<file path="src/rtl/ncl_sync_sink_pkg.sv">
// ============================================================================
// Module : ncl_sync_sink_pkg
// Brief  : Shared state encodings and helpers for the NCL synchronizing sink.
// Rev    : 1.0  initial release
// ============================================================================
`default_nettype none

package ncl_sync_sink_pkg;

   typedef enum logic [1:0] {
      FLUSH = 2'd0,
      IDLE  = 2'd1,
      HOLD  = 2'd2
   } state_t;

   function automatic int clog2(input int value);
      int r;
      r = 0;
      for (int v = value - 1; v > 0; v = v >> 1) r++;
      return r;
   endfunction

endpackage

`default_nettype wire

</file>
<file path="src/rtl/ncl_sync_fifo.sv">
// ============================================================================
// Module : ncl_sync_fifo
// Brief  : Show-ahead valid/ready FIFO; a token written into an empty FIFO
//          becomes visible on the following edge.
// Rev    : 1.0  initial release
// ============================================================================
`default_nettype none

module ncl_sync_fifo
   import ncl_sync_sink_pkg::*;
#(
   parameter int WIDTH = 8,
   parameter int DEPTH = 4
) (
   input  logic                    clk,
   input  logic                    init_n,
   input  logic                    wr_en,
   input  logic [WIDTH-1:0]        wr_data,
   input  logic                    rd_ready,
   output logic [WIDTH-1:0]        rd_data,
   output logic                    rd_valid,
   output logic [clog2(DEPTH):0]   fill
);

   localparam int              c_aw    = clog2(DEPTH);
   localparam logic [c_aw:0]   c_depth = (c_aw + 1)'(DEPTH);

   logic [WIDTH-1:0] r_mem [DEPTH];
   logic [c_aw-1:0]  r_wr_ptr;
   logic [c_aw-1:0]  r_rd_ptr;
   logic [c_aw:0]    r_fill;
   logic [c_aw:0]    w_fill_next;
   logic             r_valid;
   logic             w_pop;
   logic             w_push;

   assign w_pop  = r_valid & rd_ready;
   assign w_push = wr_en & ((r_fill != c_depth) | w_pop);

   always_comb begin
      w_fill_next = r_fill;
      if (w_push & ~w_pop)
         w_fill_next = r_fill + 1'b1;
      else if (w_pop & ~w_push)
         w_fill_next = r_fill - 1'b1;
   end

   always_ff @(posedge clk) begin
      if (w_push)
         r_mem[r_wr_ptr] <= wr_data;
   end

   always_ff @(posedge clk) begin
      if (!init_n) begin
         r_wr_ptr <= '0;
         r_rd_ptr <= '0;
         r_fill   <= '0;
         r_valid  <= 1'b0;
      end else begin
         if (w_push) r_wr_ptr <= r_wr_ptr + 1'b1;
         if (w_pop)  r_rd_ptr <= r_rd_ptr + 1'b1;
         r_fill  <= w_fill_next;
         // Held low for one cycle after a write into an empty FIFO.
         r_valid <= (r_fill != '0) & (w_fill_next != '0);
      end
   end

   assign rd_data  = r_valid ? r_mem[r_rd_ptr] : '0;
   assign rd_valid = r_valid;
   assign fill     = r_fill;

endmodule

`default_nettype wire

</file>
<file path="src/rtl/ncl_sync_sink.sv">
// ============================================================================
// Module : ncl_sync_sink
// Brief  : Clocked sink for a dual-rail NCL pipeline: synchronizes rails,
//          detects completeness, drives completion and buffers tokens.
// Rev    : 1.0  initial release
// ============================================================================
`default_nettype none

module ncl_sync_sink
   import ncl_sync_sink_pkg::*;
#(
   parameter int WIDTH       = 8,
   parameter int DEPTH       = 4,
   parameter int SYNC_STAGES = 2
) (
   input  logic                    clk,
   input  logic                    init_n,
   input  logic [WIDTH-1:0]        in_t,
   input  logic [WIDTH-1:0]        in_f,
   output logic                    in_comp,
   output logic [WIDTH-1:0]        out_data,
   output logic                    out_valid,
   input  logic                    out_ready,
   output logic [clog2(DEPTH):0]   fill,
   output logic                    err
);

   localparam int              c_aw    = clog2(DEPTH);
   localparam logic [c_aw:0]   c_depth = (c_aw + 1)'(DEPTH);

   logic [SYNC_STAGES-1:0][WIDTH-1:0] r_sync_t;
   logic [SYNC_STAGES-1:0][WIDTH-1:0] r_sync_f;
   logic [SYNC_STAGES-1:0]            r_primed;
   logic [WIDTH-1:0]                  w_st;
   logic [WIDTH-1:0]                  w_sf;
   logic                              w_all_data;
   logic                              w_all_null;
   logic                              w_illegal;
   logic                              w_can_push;
   logic                              w_push;
   state_t                            r_state;
   state_t                            w_next;
   logic                              r_comp;
   logic                              r_err;

   // Primed bits keep the FSM from trusting the cleared synchronizer
   // until real pin samples have reached the last stage.
   always_ff @(posedge clk) begin
      if (!init_n) begin
         r_sync_t <= '0;
         r_sync_f <= '0;
         r_primed <= '0;
      end else begin
         r_sync_t[0] <= in_t;
         r_sync_f[0] <= in_f;
         r_primed[0] <= 1'b1;
         for (int i = 1; i < SYNC_STAGES; i++) begin
            r_sync_t[i] <= r_sync_t[i-1];
            r_sync_f[i] <= r_sync_f[i-1];
            r_primed[i] <= r_primed[i-1];
         end
      end
   end

   assign w_st       = r_sync_t[SYNC_STAGES-1];
   assign w_sf       = r_sync_f[SYNC_STAGES-1];
   assign w_illegal  = |(w_st & w_sf);
   assign w_all_data = r_primed[SYNC_STAGES-1] & (&(w_st ^ w_sf));
   assign w_all_null = r_primed[SYNC_STAGES-1] & ~(|(w_st | w_sf));
   assign w_can_push = (fill < c_depth) | (out_valid & out_ready);

   always_comb begin
      w_next = r_state;
      w_push = 1'b0;
      case (r_state)
         FLUSH: if (w_all_null) w_next = IDLE;
         IDLE: begin
            if (w_all_data & w_can_push) begin
               w_push = 1'b1;
               w_next = HOLD;
            end
         end
         HOLD:  if (w_all_null) w_next = IDLE;
         default: w_next = FLUSH;
      endcase
   end

   always_ff @(posedge clk) begin
      if (!init_n) begin
         r_state <= FLUSH;
         r_comp  <= 1'b1;
         r_err   <= 1'b0;
      end else begin
         r_state <= w_next;
         r_comp  <= (w_next != IDLE);
         r_err   <= r_err | w_illegal;
      end
   end

   assign in_comp = r_comp;
   assign err     = r_err;

   ncl_sync_fifo #(
      .WIDTH (WIDTH),
      .DEPTH (DEPTH)
   ) u_fifo (
      .clk      (clk),
      .init_n   (init_n),
      .wr_en    (w_push),
      .wr_data  (w_st),
      .rd_ready (out_ready),
      .rd_data  (out_data),
      .rd_valid (out_valid),
      .fill     (fill)
   );

endmodule

`default_nettype wire

</file>
<file path="config.mk">
export PLATFORM = sky130hd
export DESIGN_NAME = ncl_sync_sink
export DESIGN_NICKNAME = d
export VERILOG_FILES = /design/src/rtl/ncl_sync_sink_pkg.sv /design/src/rtl/ncl_sync_fifo.sv /design/src/rtl/ncl_sync_sink.sv
export SDC_FILE = /design/constraint.sdc
export NUM_CORES = 1
export LEC_CHECK = 0
export CAP_MARGIN = 20
export CORE_MARGIN = 2
export CORE_UTILIZATION = 45
export CTS_CLUSTER_SIZE = 10
export DETAILED_ROUTE_END_ITERATION = 10
export PLACE_DENSITY = 0.74
export SYNTH_ARGS = -nofsm -noshare
export SYNTH_HDL_FRONTEND = slang
export SYNTH_SLANG_ARGS = --single-unit
</file>
<file path="constraint.sdc">
create_clock -name clk -period 2.33 [get_ports clk]
set_input_delay 0.699 -clock clk [delete_from_list [all_inputs] [get_ports clk]]
set_output_delay 0.699 -clock clk [all_outputs]
set_load 0.02 [all_outputs]
</file>
==> impl_metrics.yaml, run 1 <==
run_status:
  run_status: "complete, no violations"
floorplan:
  initial_core_util: 0.463
  std_cell_rows: 30
  core_area_um2: 6760
  die_w_um: 87.4
  die_area_um2: 7640
  top_level_ports: 33
  die-height_um: 87.4
route:
  topRoutingLayerUsed: "met4"
  drt-total-wl_mm: 4.57
  drcViolationCount: 0
  ant_nets: 0
  avgViaCountPerCell: 4.76
  detailroute.wirelength.met3_um: 166
  wl_per_cell_um: 12.3
  vias: 1765
  wl_met1_mm: 2.15
  drtPass1Iterations: 4
  detail_route.iter0.violations: 127
  met2_length_mm: 2.14
place:
  port_buffers: 32
  place.gp.congestion: 0.773
  detailedPlacementHpwl_mm: 3.41
  post_place_instance_area_um2: 3660
sta:
  timing.final.setup_violations: 0
  slew_headroom: 0.758
  finalCritPeriodShare: 0.990
  finClkSkew_ns: 0.0100
  worst_pin_slew_ns: 0.354
  rsz0062_at_grt: "true"
  max_freq_mhz: 433
  period_minus_slack_ns: 2.31
  timing.final.max_slew_violations: 0
  hold_viol_final: 0
hold_path:
  kind_of_path_behind_the_tightest_hold_check: "flip-flop to flip-flop"
  worstHoldStart: "r_sync_t[6]$_SDFF_PN0_"
grt:
  grt-ovfl-total: 0
  total_grt_usage: 0.137
  grt_max_degree: 26
  initial_antenna_violation_count: 0
  via_count_of_the_first_global_routing_pass: 1675
  grt_first_pass_wirelength_mm: 7.77
worst_setup_path:
  regToRegStartpoint: "w_st[0]$_SDFF_PN0_"
  worstPathMaxFanout: 8
  criticalPathCategory: "flip-flop to primary output"
  startpoint_type: "flip-flop"
  worst-endpoint-required_ns: 1.63
  worstSetupEndpointType: "primary output"
  crit_arrival_ns: 1.61
synth:
  seq_area_frac_synth: 0.614
  synth_area_um2: 3130
  synth_warnings: 0
  yosys_reg_bits: 80
  synthesis.instances: 240
  synthesis.nets: 282
  synthesis.area_per_instance_um2: 13.0
  post_synthesis_cell_type_count: 31
clock_network:
  cts_inserted_buffers: 9
  clock-root-buffer: "clkbuf_8"
  worstSkewPairLatency_ns: 0.34
  postCtsSetupBuffers: 0
  numClockSinks: 80
  clock_pin_slew_on_the_worst_setup_and_hold_paths_ns: 0.08
  cts.hold.buffers_added: 0
  tritoncts: "yes"
  max-clock-path-buffers: 2
  htree_levels: 3
job:
  max-cap-violations: 0
power_and_ir_drop:
  p_leak_uw: 0.00148
  ir_worst_vdd_v: 0.000355
  power.density_nw_per_um2: 629
  totalPowerFinal_uw: 2420
final_layout:
  layout-area-overhead-vs-synth_pct: 23.2
  design_area_um2: 3850
  finalNetCount: 329
  antennaDiodeCount: 0
  final_layout_size_suffix_gt1_frac: 0.199
cell families after synthesis:
group | Yosys count | synth area share
DFF | 80 | 0.614
buffers and inverters | 31 | 0.0384
AOI/OAI and AO/OA | 11 | 0.0324
muxes | 10 | 0.0640
adders and majority gates | 23 | 0.0920
xor gates and xnor gates | 6 | 0.0168
and+or+nand+nor | 79 | 0.142
flip-flops by register name, summed over array words and instances, names as in the netlist, named ones only:
name	flops
u_fifo.r_mem	32
r_sync_f	8
r_sync_t	8
w_sf	8
w_st	8
u_fifo.fill	3
r_primed	2
r_state	2
u_fifo.r_rd_ptr	2
u_fifo.r_wr_ptr	2
err	1
in_comp	1
u_fifo.rd_valid	1
critical path: stages (launching register included):
cell and delay [ns]:
dfxtp_2 0.34, buf_12 0.13, mux4_2 0.50, and2_4 0.17, buf_6 0.12
metal layers:
| metal | vias up | track usage |
|---|---|---|
| met1 | 816 | 0.175 |
| li1 | 900 | - |
| met4 | 0 | 0.0853 |
| met3 | 10 | 0.0313 |
| met5 | - | 0 |
| met2 | 39 | 0.209 |
power by group:
group / internal [uW] / leakage, uW / total (uW) / switching, uW
Sequential: 1480 / 0.000688 / 1500 / 17.3
Combinational: 55.3 / 0.000705 / 88.4 / 33.2
Clock: 408 / 0.0000833 / 837 / 429
metrics by stage:
stage	hold slack (ns)	util	setup TNS (ns)	setup slack, ns	cells
after floorplan	0.412	-	0	0.146	240
after global placement	0.416	0.541	-3.92	-0.157	356
after detailed placement	0.418	0.541	-4.78	-0.195	356
after CTS	0.428	0.563	-0.0181	-0.0181	371
after global routing	0.437	0.571	-0.207	-0.0447	371
final	0.428	0.571	0	0.0231	371
synth_stat cells (all sizes together):
cell type   n  area [um^2]
nor4        2         12.5
o21bai      1         7.51
nand2       8         32.5
mux2i       2         20.0
a31oi       2         12.5
dfxtp      48          961
and2       48          300
clkbuf      7         26.3
clkinv      1         3.75
a21oi       1         5.00
a211oi      2         15.0
nand4b      1         8.76
or3         1         6.26
nor3        3         15.0
a311oi      1         8.76
ha         23          288
nand4       3         18.8
xnor2       4         35.0
edfxtp     32          961
nor2       11         41.3
mux4        8          180
a2111oi     2         36.3
nand3       2         10.0
xor2        2         17.5
inv        22         82.6
o21ai       1         5.00
buf         1         7.51
o221a       1         11.3
cell type report:
class	count	area, um^2
Clock buffer	13	149
Timing Repair Buffer	44	470
Clock inverter	2	10.0
Fill cell	556	2900
Multi-Input combinational cell	129	1110
Inverter	23	86.3
Sequential cell	80	1930
Tap cell	80	100
timing repair:
action | 4_1_cts | 5_1_grt
pin swaps | 0 | 0
resized for setup | 43 | 21
setup endpoints to repair | 8 | 12
path summary, 6_finish.rpt:
| check | cells past startpoint | endpoint | slack (ns) |
|---|---|---|---|
| worst max-delay path | 4 | out_data[4] | 0.02 |
| worst min-delay path | 1 | w_st[6]$_SDFF_PN0_ | 0.43 |
| worst max register to register | 8 | u_fifo.rd_valid$_SDFF_PN0_ | 0.20 |
| worst min register to register | 1 | w_st[6]$_SDFF_PN0_ | 0.43 |
cells in the final DEF (no fill, tap or decap), types with 2 or more instances in the layout:
cell              n
dfxtp_1          40
and2_1           39
edfxtp_1         32
clkdlybuf4s50_1  24
ha_1             23
inv_1            22
nor2_1           11
clkbuf_8         10
mux4_2            8
and2_4            8
dfxtp_2           8
buf_6             8
buf_4             8
nand2_1           7
xnor2_1           4
buf_12            4
nand4_1           3
nor3_1            3
clkbuf_1          3
nand3_1           2
xor2_1            2
a31oi_1           2
nor4_1            2
mux2i_1           2
a211oi_1          2
clkinv_2          2
Note: power is estimated with default switching activity, not from simulation.
==> inputs of run 2 (changes only) <==
Clock period 2.33 ns to 2.9 ns, I/O delays scaled along.
==> run 2 against run 1 <==
Cell count decreased by 2.2%. Combinational power decreased by 19%. Clock skew increased by 0.00050 ns. Sequential power decreased by 20%. Global-route usage increased by 1.5 points. Via count decreased by 1.2%.
==> impl_metrics.yaml, run 2 (synthesized netlist as in run 1, its figures left out) <==
place:
  place.gp.congestion: 0.818
  detailedPlacementHpwl_mm: 3.52
  post_place_instance_area_um2: 3550
  port_buffers: 32
  placed_cells_incl_taps: 347
worst_setup_path:
  worstSetupEndpointType: "primary output"
  worst_setup_slack_for_register_to_register_paths_ns: 0.61
  worst-endpoint-required_ns: 2.03
  critical_path.max_stage_delay_ns: 0.52
  worst_r2r_endpoint: "u_fifo.r_mem[0][2]$_DFFE_PP_"
  worst_setup_path_endpoint: "out_data[6]"
  worstPathMaxFanout: 8
  cp_top_family: "multiplexers"
  critical_path_depth: 4
  regToRegStartpoint: "w_st[2]$_SDFF_PN0_"
  critical-path-slowest-cell: "mux4_2"
  crit_arrival_ns: 1.84
  criticalPathCategory: "flip-flop to primary output"
  cp_num_buf_inv: 2
  startpoint_type: "flip-flop"
  crit_chain: "buf_4, mux4_2, and2_1, dlygate4sd2_1"
  worst-r2r-cell-count: 6
floorplan:
  top_level_ports: 33
  std_cell_rows: 30
  initial_core_util: 0.463
  core_area_um2: 6760
  die_w_um: 87.4
  die_area_um2: 7640
  die-height_um: 87.4
power_and_ir_drop:
  net-switching-power_uw: 424
  sequentialPowerShare: 0.501
  power.density_nw_per_um2: 628
  ir_worst_vdd_v: 0.000394
  power_report.internal_total_uw: 1980
  comb_power_share: 0.030
  p_leak_uw: 0.00148
  clock_power_share: 0.469
  netSwitchingFraction: 0.177
grt:
  grt_max_degree: 39
  via_count_of_the_first_global_routing_pass: 1808
  grt_first_pass_wirelength_mm: 8.49
  total_grt_usage: 0.152
  initial_antenna_violation_count: 0
  grt-ovfl-total: 0
hold_path:
  hold_depth: 1
  kind_of_path_behind_the_tightest_hold_check: "flip-flop to flip-flop"
sta:
  hold_viol_final: 0
  setup-tns-final_ns: 0
  max_freq_mhz: 369
  period_minus_slack_ns: 2.71
  timing.final.max_slew_violations: 0
  timing.final.setup_violations: 0
  worst_hold_slack_ns: 0.430
  worst_pin_slew_ns: 0.392
  finalCritPeriodShare: 0.934
  slew_headroom: 0.732
  finClkSkew_ns: 0.0105
  rsz0062_at_grt: "false"
clock_network:
  htree_levels: 3
  clock-root-buffer: "clkbuf_8"
  max-clock-path-buffers: 2
  cts.hold.buffers_added: 0
  cts_inserted_buffers: 9
  clock_pin_slew_on_the_worst_setup_and_hold_paths_ns: 0.08
  worstSkewPairLatency_ns: 0.35
  tritoncts: "yes"
  postCtsSetupBuffers: 0
  numClockSinks: 80
  cts_repair_resized_insts: 8
job:
  max-cap-violations: 0
final_layout:
  largest_register_ff_count: 32
  antennaDiodeCount: 0
  largest-register: "u_fifo.r_mem"
  most_common_cell_after_layout_fill_and_taps_aside: "dfxtp_1"
  final_layout_size_suffix_gt1_frac: 0.0989
  stdcell_count: 363
  layout-area-overhead-vs-synth_pct: 22.2
  multiInputGateArea_um2: 1090
  finalNetCount: 320
  fill_cells: 555
  seq_area_um2: 1920
  design_area_um2: 3820
  layout_common_cells: "dfxtp_1, and2_1, edfxtp_1, clkdlybuf4s50_1, ha_1"
route:
  wl_per_cell_um: 13.2
  drtPass1Iterations: 4
  drt-total-wl_mm: 4.81
  avgViaCountPerCell: 4.80
  vias: 1743
  ant_nets: 0
  drcViolationCount: 0
  detail_route.iter0.violations: 158
run_status:
  run_status: "complete, no violations"
run 2: cell type report:
cell class              count  area share
clock buffers              10      0.0334
clock inverters             6      0.0406
inverters                  23      0.0226
multi-input cells         129       0.284
flip-flops and latches     80       0.503
well taps                  80      0.0262
repair buffers             35      0.0903
run 2: power by group through the flow:
stage,Clock [uW],Sequential (uW),Combinational (uW)
floorplan,0,1230,34.9
global placement,0,1230,70.1
detailed placement,0,1230,72.5
CTS,1140,1200,72.9
global route,1210,1210,83.0
finish,1130,1200,71.5
run 2: worst min-delay path by stage:
stage                                       from                endpoint
after floorplan              r_primed[0]$_DFF_P_  r_primed[1]$_SDFF_PN0_
after global placement    r_sync_f[4]$_SDFF_PN0_      w_sf[4]$_SDFF_PN0_
after detailed placement  r_sync_t[5]$_SDFF_PN0_      w_st[5]$_SDFF_PN0_
after CTS                 r_sync_f[0]$_SDFF_PN0_      w_sf[0]$_SDFF_PN0_
after global routing      r_sync_f[2]$_SDFF_PN0_      w_sf[2]$_SDFF_PN0_
final                     r_sync_f[0]$_SDFF_PN0_      w_sf[0]$_SDFF_PN0_
run 2: stage by stage:
stage	total power, uW	util	setup slack [ns]
after floorplan	1260	-	0.545
after global placement	1300	0.526	0.140
after detailed placement	1300	0.526	0.0631
after CTS	2420	0.566	0.148
after global routing	2500	0.566	0.0966
final	2400	0.566	0.191
run 2: worst reg2reg max path: stages, from the launching register on:
cell and delay [ns]:
dfxtp_1 0.46, inv_1 0.09, ha_1 0.28, nand3_1 0.15
a2111oi_4 0.41, buf_12 0.19, and2_1 0.38
run 2: per-layer routing:
| metal | up-vias | GRT usage | part of all wire |
|---|---|---|---|
| li1 | 884 | - | - |
| met1 | 815 | 0.187 | 0.46 |
| met2 | 37 | 0.236 | 0.48 |
| met3 | 7 | 0.0512 | 0.042 |
| met4 | 0 | 0.0797 | 0.017 |
| met5 | - | 0 | 0 |
==> inputs of run 3 (changes only) <==
Settings changed: ABC_CLOCK_PERIOD_IN_PS from default to 2900, GPL_TIMING_DRIVEN from default to 0.
==> run 3 against run 2 <==
Clock skew grew 0.0023 ns. Fmax decreased by 2.9%. Global-route usage shrank 0.83 points. Critical path depth is 1 lower. Non-clock buffer count increased by 6. Via count is 0.17% higher. Design area decreased by 1.3%. Worst setup slack lost 0.081 ns. Count of clock-buffer cells in the layout unchanged. Wire length down 1.8%. Cell count grew 1.7%. Sequential share of layout area increased by 0.78 points. Critical path type unchanged. Critical endpoint is now out_data[0]. Largest power group unchanged.
==> impl_metrics.yaml, run 3 (synthesized netlist as in run 1, its figures left out) <==
sta:
  slew_headroom: 0.649
  period_minus_slack_ns: 2.79
  finalCritPeriodShare: 0.962
  worst_pin_slew_ns: 0.526
  timing.final.setup_violations: 0
  timing.final.max_slew_violations: 0
  finClkSkew_ns: 0.0129
  hold_viol_final: 0
  rsz0062_at_grt: "false"
  setup-tns-final_ns: 0
  max_freq_mhz: 358
route:
  drtPass1Iterations: 4
  avgViaCountPerCell: 4.73
  topRoutingLayerUsed: "met4"
  drcViolationCount: 0
  wl_per_cell_um: 12.8
  wl_met1_mm: 2.10
  ant_nets: 0
  vias: 1746
  drt-total-wl_mm: 4.72
  met2_length_mm: 2.32
  detail_route.iter0.violations: 84
  detailroute.wirelength.met3_um: 144
final_layout:
  antennaDiodeCount: 0
  fill_cells: 570
  finalNetCount: 326
  layout_common_cells: "and2_1, dfxtp_1, edfxtp_1, clkdlybuf4s50_1, ha_1"
  layout-area-overhead-vs-synth_pct: 20.6
  largest_register_ff_count: 32
  final_core_util: 0.559
  stdcell_count: 369
  most_common_cell_after_layout_fill_and_taps_aside: "and2_1"
  largest-register: "u_fifo.r_mem"
  final_layout_size_suffix_gt1_frac: 0.107
  design_area_um2: 3770
floorplan:
  std_cell_rows: 30
  initial_core_util: 0.463
  top_level_ports: 33
  core_area_um2: 6760
  die_w_um: 87.4
  die-height_um: 87.4
  die_area_um2: 7640
power_and_ir_drop:
  ir_worst_vdd_v: 0.000353
  p_leak_uw: 0.00144
  power.density_nw_per_um2: 564
  totalPowerFinal_uw: 2130
place:
  port_buffers: 32
  place.gp.congestion: 0.852
  placed_cells_incl_taps: 352
  post_place_instance_area_um2: 3550
  detailedPlacementHpwl_mm: 3.38
run_status:
  run_status: "complete, no violations"
clock_network:
  worstSkewPairLatency_ns: 0.35
  max-clock-path-buffers: 2
  cts_inserted_buffers: 9
  htree_levels: 3
  numClockSinks: 80
  clock_pin_slew_on_the_worst_setup_and_hold_paths_ns: 0.08
  tritoncts: "yes"
  clock-root-buffer: "clkbuf_8"
  cts.hold.buffers_added: 0
worst_setup_path:
  regToRegStartpoint: "w_st[0]$_SDFF_PN0_"
  cp_top_family: "buffers and inverters"
  worstPathMaxFanout: 6
  criticalPathCategory: "flip-flop to primary output"
  critical-path-slowest-cell: "clkdlybuf4s50_1"
  startpoint_type: "flip-flop"
  worst-endpoint-required_ns: 2.03
  crit_chain: "mux4_2, and2_1, clkdlybuf4s50_1"
  worst-r2r-cell-count: 6
  worstSetupEndpointType: "primary output"
  critical_path.max_stage_delay_ns: 0.53
  worst_r2r_endpoint: "u_fifo.r_mem[0][3]$_DFFE_PP_"
  worst_setup_slack_for_register_to_register_paths_ns: 0.36
  crit_arrival_ns: 1.92
  cp_num_buf_inv: 1
hold_path:
  hold_depth: 1
  timing.hold.worst_endpoint: "w_st[1]$_SDFF_PN0_"
  kind_of_path_behind_the_tightest_hold_check: "flip-flop to flip-flop"
  worstHoldStart: "r_sync_t[1]$_SDFF_PN0_"
grt:
  initial_antenna_violation_count: 0
  grt-ovfl-total: 0
  grt_max_degree: 14
  grt_first_pass_wirelength_mm: 8.00
  via_count_of_the_first_global_routing_pass: 1741
  total_grt_usage: 0.144
job:
  max-cap-violations: 0
[run 3: cell type report]
| type | count | area [um^2] | share of cell area |
|---|---|---|---|
| timing repair buffer | 35 | 337 | 0.0892 |
| buffer | 6 | 26.3 | 0.00696 |
| multi-input combinational | 129 | 1090 | 0.288 |
| clock buffer | 10 | 128 | 0.0338 |
| tap | 80 | 100 | 0.0265 |
| inverter | 23 | 86.3 | 0.0229 |
| sequential | 80 | 1930 | 0.510 |
| clock inverter | 6 | 83.8 | 0.0222 |
[run 3: where the power goes]
group / switching [uW] / leakage [uW] / internal, uW / total (uW)
clock: 375 / 0.000102 / 480 / 855
combinational: 28.1 / 0.000650 / 43.9 / 72.0
sequential: 14.0 / 0.000686 / 1190 / 1200
total: 417 / 0.00144 / 1710 / 2130
[run 3: worst max-delay path by stage]
stage | slack, ns | from | endpoint | depth (start not counted)
final | 0.11 | flip-flop | out_data[0] | 3
after global routing | 0.04 | flip-flop | out_data[0] | 3
after CTS | 0.003 | flip-flop | out_data[0] | 3
after detailed placement | -0.23 | out_ready | u_fifo.r_mem[1][3]$_DFFE_PP_ | 5
after global placement | -0.20 | out_ready | u_fifo.r_mem[0][3]$_DFFE_PP_ | 5
after floorplan | 0.54 | flip-flop | out_data[0] | 3
[run 3: repair_timing]
action,in CTS,in global routing
resized for setup,7,1
endpoints found under the hold margin,0,0
buffers inserted,1,2
setup endpoints to repair,8,3
[run 3: per-layer routing]
layer	track usage	vias up
met5	0	-
met2	0.232	37
met3	0.0341	13
met4	0.0979	0
li1	-	896
met1	0.168	800
[run 3: metrics by stage]
stage	setup slack [ns]	hold WS [ns]
finish	0.111	0.427
global route	0.0448	0.446
CTS	0.00328	0.433
detailed placement	-0.234	0.418
global placement	-0.200	0.416
floorplan	0.545	0.412
